==> config.mk <==
export PLATFORM = sky130hd
export DESIGN_NAME = memtest_databus_control_flat
export DESIGN_NICKNAME = d
export VERILOG_FILES = /design/src/rtl/memtest_databus_control_if.sv /design/src/rtl/memtest_databus_control.sv /design/src/flat_wrapper.sv
export SDC_FILE = /design/constraint.sdc
export NUM_CORES = 1
export LEC_CHECK = 0
export ABC_AREA = 1
export CAP_MARGIN = 30
export CORE_MARGIN = 3
export CORE_UTILIZATION = 30
export DETAILED_ROUTE_END_ITERATION = 16
export GPL_ROUTABILITY_DRIVEN = 0
export PLACE_DENSITY_LB_ADDON = 0.3
export SLEW_MARGIN = 20
export SYNTH_ARGS = -nofsm -noshare
export SYNTH_HDL_FRONTEND = slang
export SYNTH_SLANG_ARGS = --single-unit
==> constraint.sdc <==
create_clock -name i_clk -period 1.8 [get_ports i_clk]
set_input_delay 0.27 -clock i_clk [delete_from_list [all_inputs] [get_ports i_clk]]
set_output_delay 0.27 -clock i_clk [all_outputs]
set_load 0.005 [all_outputs]
==> src/rtl/memtest_databus_control_if.sv <==
`default_nettype none
// ============================================================================
// memtest_databus_control_if : memory request/acknowledge bus
// Rev 1.0 - initial release
// ============================================================================
interface memtest_databus_control_if #(
  parameter int ADDR_WIDTH = 16
);
  logic [ADDR_WIDTH-1:0] o_mem_addr;
  logic                  o_mem_wr_req;
  logic                  o_mem_rd_req;
  logic                  i_mem_ack;

  modport master (
    output o_mem_addr,
    output o_mem_wr_req,
    output o_mem_rd_req,
    input  i_mem_ack
  );

  modport slave (
    input  o_mem_addr,
    input  o_mem_wr_req,
    input  o_mem_rd_req,
    output i_mem_ack
  );
endinterface
`default_nettype wire

==> src/rtl/memtest_databus_control.sv <==
`default_nettype none
// ============================================================================
// memtest_databus_control : walking-ones data-bus test sequencer
// Optional ack timeout enabled by defining MEMTEST_DATABUS_TIMEOUT_EN.
// Rev 1.0 - initial release
// ============================================================================
module memtest_databus_control #(
  parameter int                    DATUM_WIDTH    = 8,
  parameter int                    ADDR_WIDTH     = 16,
  parameter logic [ADDR_WIDTH-1:0] TEST_ADDRESS   = '0,
  parameter int                    TIMEOUT_CYCLES = 64
) (
  input  logic                          i_clk,
  input  logic                          i_rst_n_async,
  input  logic                          i_start,
  memtest_databus_control_if.master     mem,
  input  logic                          i_equal_address_pattern,
  input  logic                          i_equal_zero_pattern,
  output logic                          o_rst_reg,
  output logic                          o_ena_reg_pattern,
  output logic                          o_ena_reg_address,
  output logic                          o_sel_mux_pattern_memory,
  output logic                          o_RL_shifter,
  output logic                          o_busy,
  output logic                          o_done,
  output logic                          o_pass,
  output logic [$clog2(DATUM_WIDTH):0]  o_fail_step,
  output logic                          o_timeout
);

  localparam int STEP_W = $clog2(DATUM_WIDTH) + 1;
  localparam logic [STEP_W-1:0] c_step_max = STEP_W'(DATUM_WIDTH);

  typedef enum logic [2:0] {
    S_IDLE, S_CLEAR, S_LOAD, S_WRITE, S_READ, S_CHECK, S_PASS, S_FAIL
  } state_t;

  state_t              r_state, w_next;
  logic [STEP_W-1:0]   r_step;
  logic                r_pass;
  logic [STEP_W-1:0]   r_fail_step;
  logic                r_timeout;
  logic                w_clear_result, w_step_inc, w_set_pass, w_set_fail, w_set_timeout;
  logic                w_tmo_hit;

`ifdef MEMTEST_DATABUS_TIMEOUT_EN
  localparam int TMO_W = $clog2(TIMEOUT_CYCLES + 1);
  logic [TMO_W-1:0] r_tmo_cnt;

  // Counts un-acked cycles of the current request; any state change clears it.
  always_ff @(posedge i_clk or negedge i_rst_n_async) begin
    if (!i_rst_n_async)
      r_tmo_cnt <= '0;
    else if ((r_state == S_WRITE || r_state == S_READ) && !mem.i_mem_ack && w_next == r_state)
      r_tmo_cnt <= r_tmo_cnt + 1'b1;
    else
      r_tmo_cnt <= '0;
  end

  assign w_tmo_hit = (r_tmo_cnt == TMO_W'(TIMEOUT_CYCLES - 1));
`else
  assign w_tmo_hit = 1'b0;
`endif

  always_ff @(posedge i_clk or negedge i_rst_n_async) begin
    if (!i_rst_n_async) begin
      r_state     <= S_IDLE;
      r_step      <= '0;
      r_pass      <= 1'b0;
      r_fail_step <= '0;
      r_timeout   <= 1'b0;
    end else begin
      r_state <= w_next;
      if (w_clear_result) begin
        r_step      <= '0;
        r_pass      <= 1'b0;
        r_fail_step <= '0;
        r_timeout   <= 1'b0;
      end
      if (w_step_inc && r_step < c_step_max)
        r_step <= r_step + 1'b1;
      if (w_set_pass)
        r_pass <= 1'b1;
      if (w_set_fail || w_set_timeout) begin
        r_pass      <= 1'b0;
        r_fail_step <= r_step;
      end
      if (w_set_timeout)
        r_timeout <= 1'b1;
    end
  end

  always_comb begin
    w_next                   = r_state;
    w_clear_result           = 1'b0;
    w_step_inc               = 1'b0;
    w_set_pass               = 1'b0;
    w_set_fail               = 1'b0;
    w_set_timeout            = 1'b0;
    o_rst_reg                = 1'b0;
    o_ena_reg_pattern        = 1'b0;
    o_ena_reg_address        = 1'b0;
    o_sel_mux_pattern_memory = 1'b0;
    o_done                   = 1'b0;
    mem.o_mem_wr_req         = 1'b0;
    mem.o_mem_rd_req         = 1'b0;
    case (r_state)
      S_IDLE: begin
        if (i_start) begin
          w_next         = S_CLEAR;
          w_clear_result = 1'b1;
        end
      end
      S_CLEAR: begin
        o_rst_reg = 1'b1;
        w_next    = S_LOAD;
      end
      S_LOAD: begin
        o_ena_reg_address = 1'b1;
        w_next            = S_WRITE;
      end
      S_WRITE: begin
        mem.o_mem_wr_req = 1'b1;
        if (mem.i_mem_ack) begin
          w_next = S_READ;
        end else if (w_tmo_hit) begin
          w_next        = S_FAIL;
          w_set_timeout = 1'b1;
        end
      end
      S_READ: begin
        mem.o_mem_rd_req         = 1'b1;
        o_sel_mux_pattern_memory = 1'b1;
        if (mem.i_mem_ack) begin
          w_next = S_CHECK;
        end else if (w_tmo_hit) begin
          w_next        = S_FAIL;
          w_set_timeout = 1'b1;
        end
      end
      S_CHECK: begin
        // A mismatch takes priority over the last-pattern flag.
        if (!i_equal_address_pattern) begin
          w_next     = S_FAIL;
          w_set_fail = 1'b1;
        end else if (i_equal_zero_pattern) begin
          w_next     = S_PASS;
          w_set_pass = 1'b1;
        end else begin
          o_ena_reg_pattern = 1'b1;
          w_step_inc        = 1'b1;
          w_next            = S_LOAD;
        end
      end
      S_PASS: begin
        o_done = 1'b1;
        w_next = S_IDLE;
      end
      S_FAIL: begin
        o_done = 1'b1;
        w_next = S_IDLE;
      end
      default: w_next = S_IDLE;
    endcase
  end

  assign o_busy         = (r_state != S_IDLE);
  assign mem.o_mem_addr = o_busy ? TEST_ADDRESS : '0;
  assign o_RL_shifter   = 1'b1;
  assign o_pass         = r_pass;
  assign o_fail_step    = r_fail_step;
  assign o_timeout      = r_timeout;

endmodule
`default_nettype wire
==> src/flat_wrapper.sv <==
// flat-port wrapper written by rule: the top's interface ports become plain ports
module memtest_databus_control_flat 
#(
  parameter int                    DATUM_WIDTH    = 8,
  parameter int                    ADDR_WIDTH     = 16,
  parameter logic [ADDR_WIDTH-1:0] TEST_ADDRESS   = '0,
  parameter int                    TIMEOUT_CYCLES = 64
)
  (i_clk, i_rst_n_async, i_start, i_equal_address_pattern, i_equal_zero_pattern, o_rst_reg, o_ena_reg_pattern, o_ena_reg_address, o_sel_mux_pattern_memory, o_RL_shifter, o_busy, o_done, o_pass, o_fail_step, o_timeout, mem_o_mem_addr, mem_o_mem_wr_req, mem_o_mem_rd_req, mem_i_mem_ack);
  memtest_databus_control_if #(.ADDR_WIDTH(ADDR_WIDTH)) mem_i ();
  input  logic i_clk;
  input  logic i_rst_n_async;
  input  logic i_start;
  input  logic i_equal_address_pattern;
  input  logic i_equal_zero_pattern;
  output logic o_rst_reg;
  output logic o_ena_reg_pattern;
  output logic o_ena_reg_address;
  output logic o_sel_mux_pattern_memory;
  output logic o_RL_shifter;
  output logic o_busy;
  output logic o_done;
  output logic o_pass;
  output logic [$clog2(DATUM_WIDTH):0] o_fail_step;
  output logic o_timeout;
  output wire logic [$bits(mem_i.o_mem_addr)-1:0] mem_o_mem_addr;
  output wire logic [$bits(mem_i.o_mem_wr_req)-1:0] mem_o_mem_wr_req;
  output wire logic [$bits(mem_i.o_mem_rd_req)-1:0] mem_o_mem_rd_req;
  input wire logic [$bits(mem_i.i_mem_ack)-1:0] mem_i_mem_ack;
  assign mem_o_mem_addr = mem_i.o_mem_addr;
  assign mem_o_mem_wr_req = mem_i.o_mem_wr_req;
  assign mem_o_mem_rd_req = mem_i.o_mem_rd_req;
  assign mem_i.i_mem_ack = mem_i_mem_ack;
  memtest_databus_control #(.DATUM_WIDTH(DATUM_WIDTH), .ADDR_WIDTH(ADDR_WIDTH), .TEST_ADDRESS(TEST_ADDRESS), .TIMEOUT_CYCLES(TIMEOUT_CYCLES)) u_core (.i_clk(i_clk), .i_rst_n_async(i_rst_n_async), .i_start(i_start), .mem(mem_i), .i_equal_address_pattern(i_equal_address_pattern), .i_equal_zero_pattern(i_equal_zero_pattern), .o_rst_reg(o_rst_reg), .o_ena_reg_pattern(o_ena_reg_pattern), .o_ena_reg_address(o_ena_reg_address), .o_sel_mux_pattern_memory(o_sel_mux_pattern_memory), .o_RL_shifter(o_RL_shifter), .o_busy(o_busy), .o_done(o_done), .o_pass(o_pass), .o_fail_step(o_fail_step), .o_timeout(o_timeout));
endmodule
==> results.json <==
{
  "rsz0062_at_grt": "no",
  "fmax_mhz": 572,
  "crit_arrival_ps": 1480,
  "p_sw_uw": 580,
  "ff_latch_area_sq_um": 303,
  "n_fill_cell": 275,
  "p_total_uw": 1430,
  "syn_area_sq_um": 851,
  "netSwitchingFraction_pct": 40.6,
  "ys_types": 19,
  "synth-adder-area-share_pct": 1.47,
  "ir_worst_vdd_uv": 627,
  "min_period_over_period_pct": 97.1,
  "cts_hold_buf": 0,
  "slowest_delay_ps": 500,
  "clock_skew_ps": 2.31,
  "nets": 141,
  "dieHeight_microns": 59.3,
  "drt_pre_antenna_iters": 6,
  "routed-via-count": 693,
  "grt_pass1_vias": 638,
  "slowest_stage": "clkdlybuf4s50_1",
  "htreeDepth": 1,
  "layout-drive-gt1-share_pct": 24.8,
  "die_w_microns": 59.3,
  "drv_slew": 0,
  "startpoint_type": "flop",
  "antenna_cells": 0,
  "critPathMaxFanout": 5,
  "cts_tree": "done",
  "cts_buffers": 3,
  "setup_violations": 0,
  "p_int_uw": 850,
  "synth_top_area_share_pct": 35.3,
  "gr-usage-all-layers_pct": 9.82,
  "seqPwrFrac_pct": 28.9,
  "period_needed_ps": 1750,
  "ios": 37,
  "crit_buf_inv": 2,
  "cp-end-kind": "output pin",
  "worst_slew_pin_slew_ps": 581,
  "ant_nets": 0,
  "syn-mean-instance-area_sq_um": 8.03,
  "hpwl_microns": 1310,
  "yosys.area_share.xor_xnor_pct": 1.03,
  "maxCapViolCount": 0,
  "synth_top_family_by_area": "simple AND/OR/NAND/NOR gates",
  "worstSetupPathType": "flop to output pin",
  "pwr-share-comb_pct": 56.6,
  "synth_seq_area_share_pct": 35.3,
  "placed_area_sq_um": 1010,
  "hold_violations": 0,
  "drtIter0Drc": 8,
  "yosys.area.top_type": "dfrtp_1",
  "pwr-share-clk_pct": 14.5,
  "crit_chain": "buf_4 > nor2_2 > clkdlybuf4s50_1",
  "core_sq_um": 2590,
  "final_area_sq_um": 1110,
  "grt_pass1_wl_microns": 2650,
  "antenna_found_initial": 0,
  "rows": 18,
  "post-route-drc-count": 0,
  "multi_input_area_sq_um": 425,
  "synthCells": 106,
  "cts-root-buf": "clkbuf_4",
  "synthMuxAreaShare_pct": 0,
  "viasPerCell": 4.25,
  "pwr_density_cell_nw_per_um2": 1290,
  "syn_to_final_growth_pct": 30.0,
  "p_leak_uw": 0.000612,
  "crit_family": "buffers and inverters",
  "cts_buffer_depth": 2,
  "start_util_pct": 32.9,
  "whs_ps": 375,
  "postRouteWirelength_microns": 1720,
  "yosys_register_bits": 12,
  "die_area_sq_um": 3510,
  "worstPathRequired_ps": 1530,
  "insertion_delay_ps": 260,
  "synth_compound_area_share_pct": 2.79,
  "relSlewSlack_pct": 61.1,
  "synth.area.top_cells": "dfrtp_1 35%, buf_4 18%, nand3_1 11%",
  "io_buffers": 18,
  "avgRoutedWirePerCell_microns": 10.5,
  "grt_max_degree": 13,
  "yosys_warnings": 0,
  "grt_overflow": 0,
  "hold_class": "primary input to asynchronous set/reset pin",
  "synth_simple_gate_area_share_pct": 35.6,
  "status": "completed",
  "cts.sinks": 12,
  "clkTransAtPathRegs_ps": 80
}
-- routing by layer --
| metal | share of wire [%] | vias to the layer above | global-route usage (%) |
|---|---|---|---|
| li1 | - | 346 | - |
| met1 | 39 | 327 | 11.9 |
| met2 | 54 | 20 | 16.4 |
| met3 | 6.5 | 0 | 3.05 |
| met4 | 0 | 0 | 3.24 |
| met5 | 0 | - | 0 |
-- power groups by stage --
| stage | clock network [uW] | logic [uW] | registers [uW] |
|---|---|---|---|
| 6_report | 208 | 808 | 413 |
| 2_1_floorplan | 0 | 477 | 408 |
| 5_1_grt | 231 | 896 | 422 |
| 4_1_cts | 215 | 789 | 407 |
| 3_5_place_dp | 0 | 685 | 436 |
| 3_3_place_gp | 0 | 678 | 432 |
-- cell families after synthesis --
| group | Yosys count |
|---|---|
| and+or+nand+nor | 54 |
| buffers and inverters | 32 |
| DFF | 12 |
| AOI/OAI and AO/OA | 4 |
| other | 2 |
| xor gates and xnor gates | 1 |
| adders and majority gates | 1 |
-- registers in the layout, indices dropped and copies added (netlist names) --
| name | cells |
|---|---|
| u_core.o_fail_step | 4 |
| u_core.r_step | 4 |
| u_core.r_state | 3 |
| u_core.o_pass | 1 |
-- through the flow --
stage	worst slack, ps	cells	utilization (%)	TNS [ps]
after CTS	12.6	162	41.6	0
after detailed placement	-70.1	154	38.9	-70.1
final	51.6	163	42.7	0
after floorplan	631	122	-	0
after global placement	-79.1	154	38.9	-79.1
after global routing	2.00	163	42.7	0
-- worst paths after layout --
check | end | start | slack [ps] | cells after the start
worst max-delay path | mem_o_mem_wr_req | u_core.r_state[2] | 50 | 3
worst min-delay path | u_core.r_state[0] | i_rst_n_async | 370 | 1
worst max register to register | u_core.r_step[1] | u_core.r_state[1] | 580 | 7
worst min register to register | u_core.r_step[3] | u_core.r_step[3] | 500 | 2
max in group asynchronous | u_core.r_state[2] | i_rst_n_async | 1010 | 1
min in group i_clk | u_core.r_step[3] | u_core.r_step[3] | 500 | 2
-- area by class of cell --
class / instances / area share [%]
Inverter: 12 / 4.30
Timing Repair Buffer: 27 / 23.2
Clock buffer: 4 / 3.28
Multi-Input combinational cell: 78 / 38.5
Tap cell: 30 / 3.39
Sequential cell: 12 / 27.4
-- cells in the mapped netlist --
| library cell | number |
|---|---|
| nand2_8 | 1 |
| o21ai_2 | 1 |
| conb_1 | 2 |
| nand2_1 | 21 |
| dfrtp_1 | 12 |
| buf_4 | 20 |
| o21ai_1 | 2 |
| inv_2 | 4 |
| nand3_1 | 19 |
| o21ai_0 | 1 |
| nand2_2 | 3 |
| nor2_1 | 3 |
| nor2_4 | 4 |
| nand3_4 | 1 |
| xor2_1 | 1 |
| inv_1 | 8 |
| ha_1 | 1 |
| nand3_2 | 1 |
| nor2_2 | 1 |
-- cells in the final DEF, fill, tap and decap left out, types with 2 or more instances in the layout --
cell type        instances
clkbuf_4                 3
dlymetal6s2s_1           4
dfrtp_1                 10
nor2_2                   2
buf_4                    9
nand2_1                 21
conb_1                  18
inv_1                    8
clkdlybuf4s50_1         13
inv_2                    3
nor2_4                   5
nand3_1                 19
dfrtp_2                  2
o21ai_1                  2
nand2_2                  3
-- what timing repair did --
action | CTS | global route
endpoints found under the setup margin | 6 | 6
endpoints found under the hold margin | 0 | 0
buffers inserted | 4 | 1
pin swaps | 1 | 1
resized for setup | 4 | 7
gates cloned | 0 | 0
No activity file was read; power rests on OpenSTA's default activity.
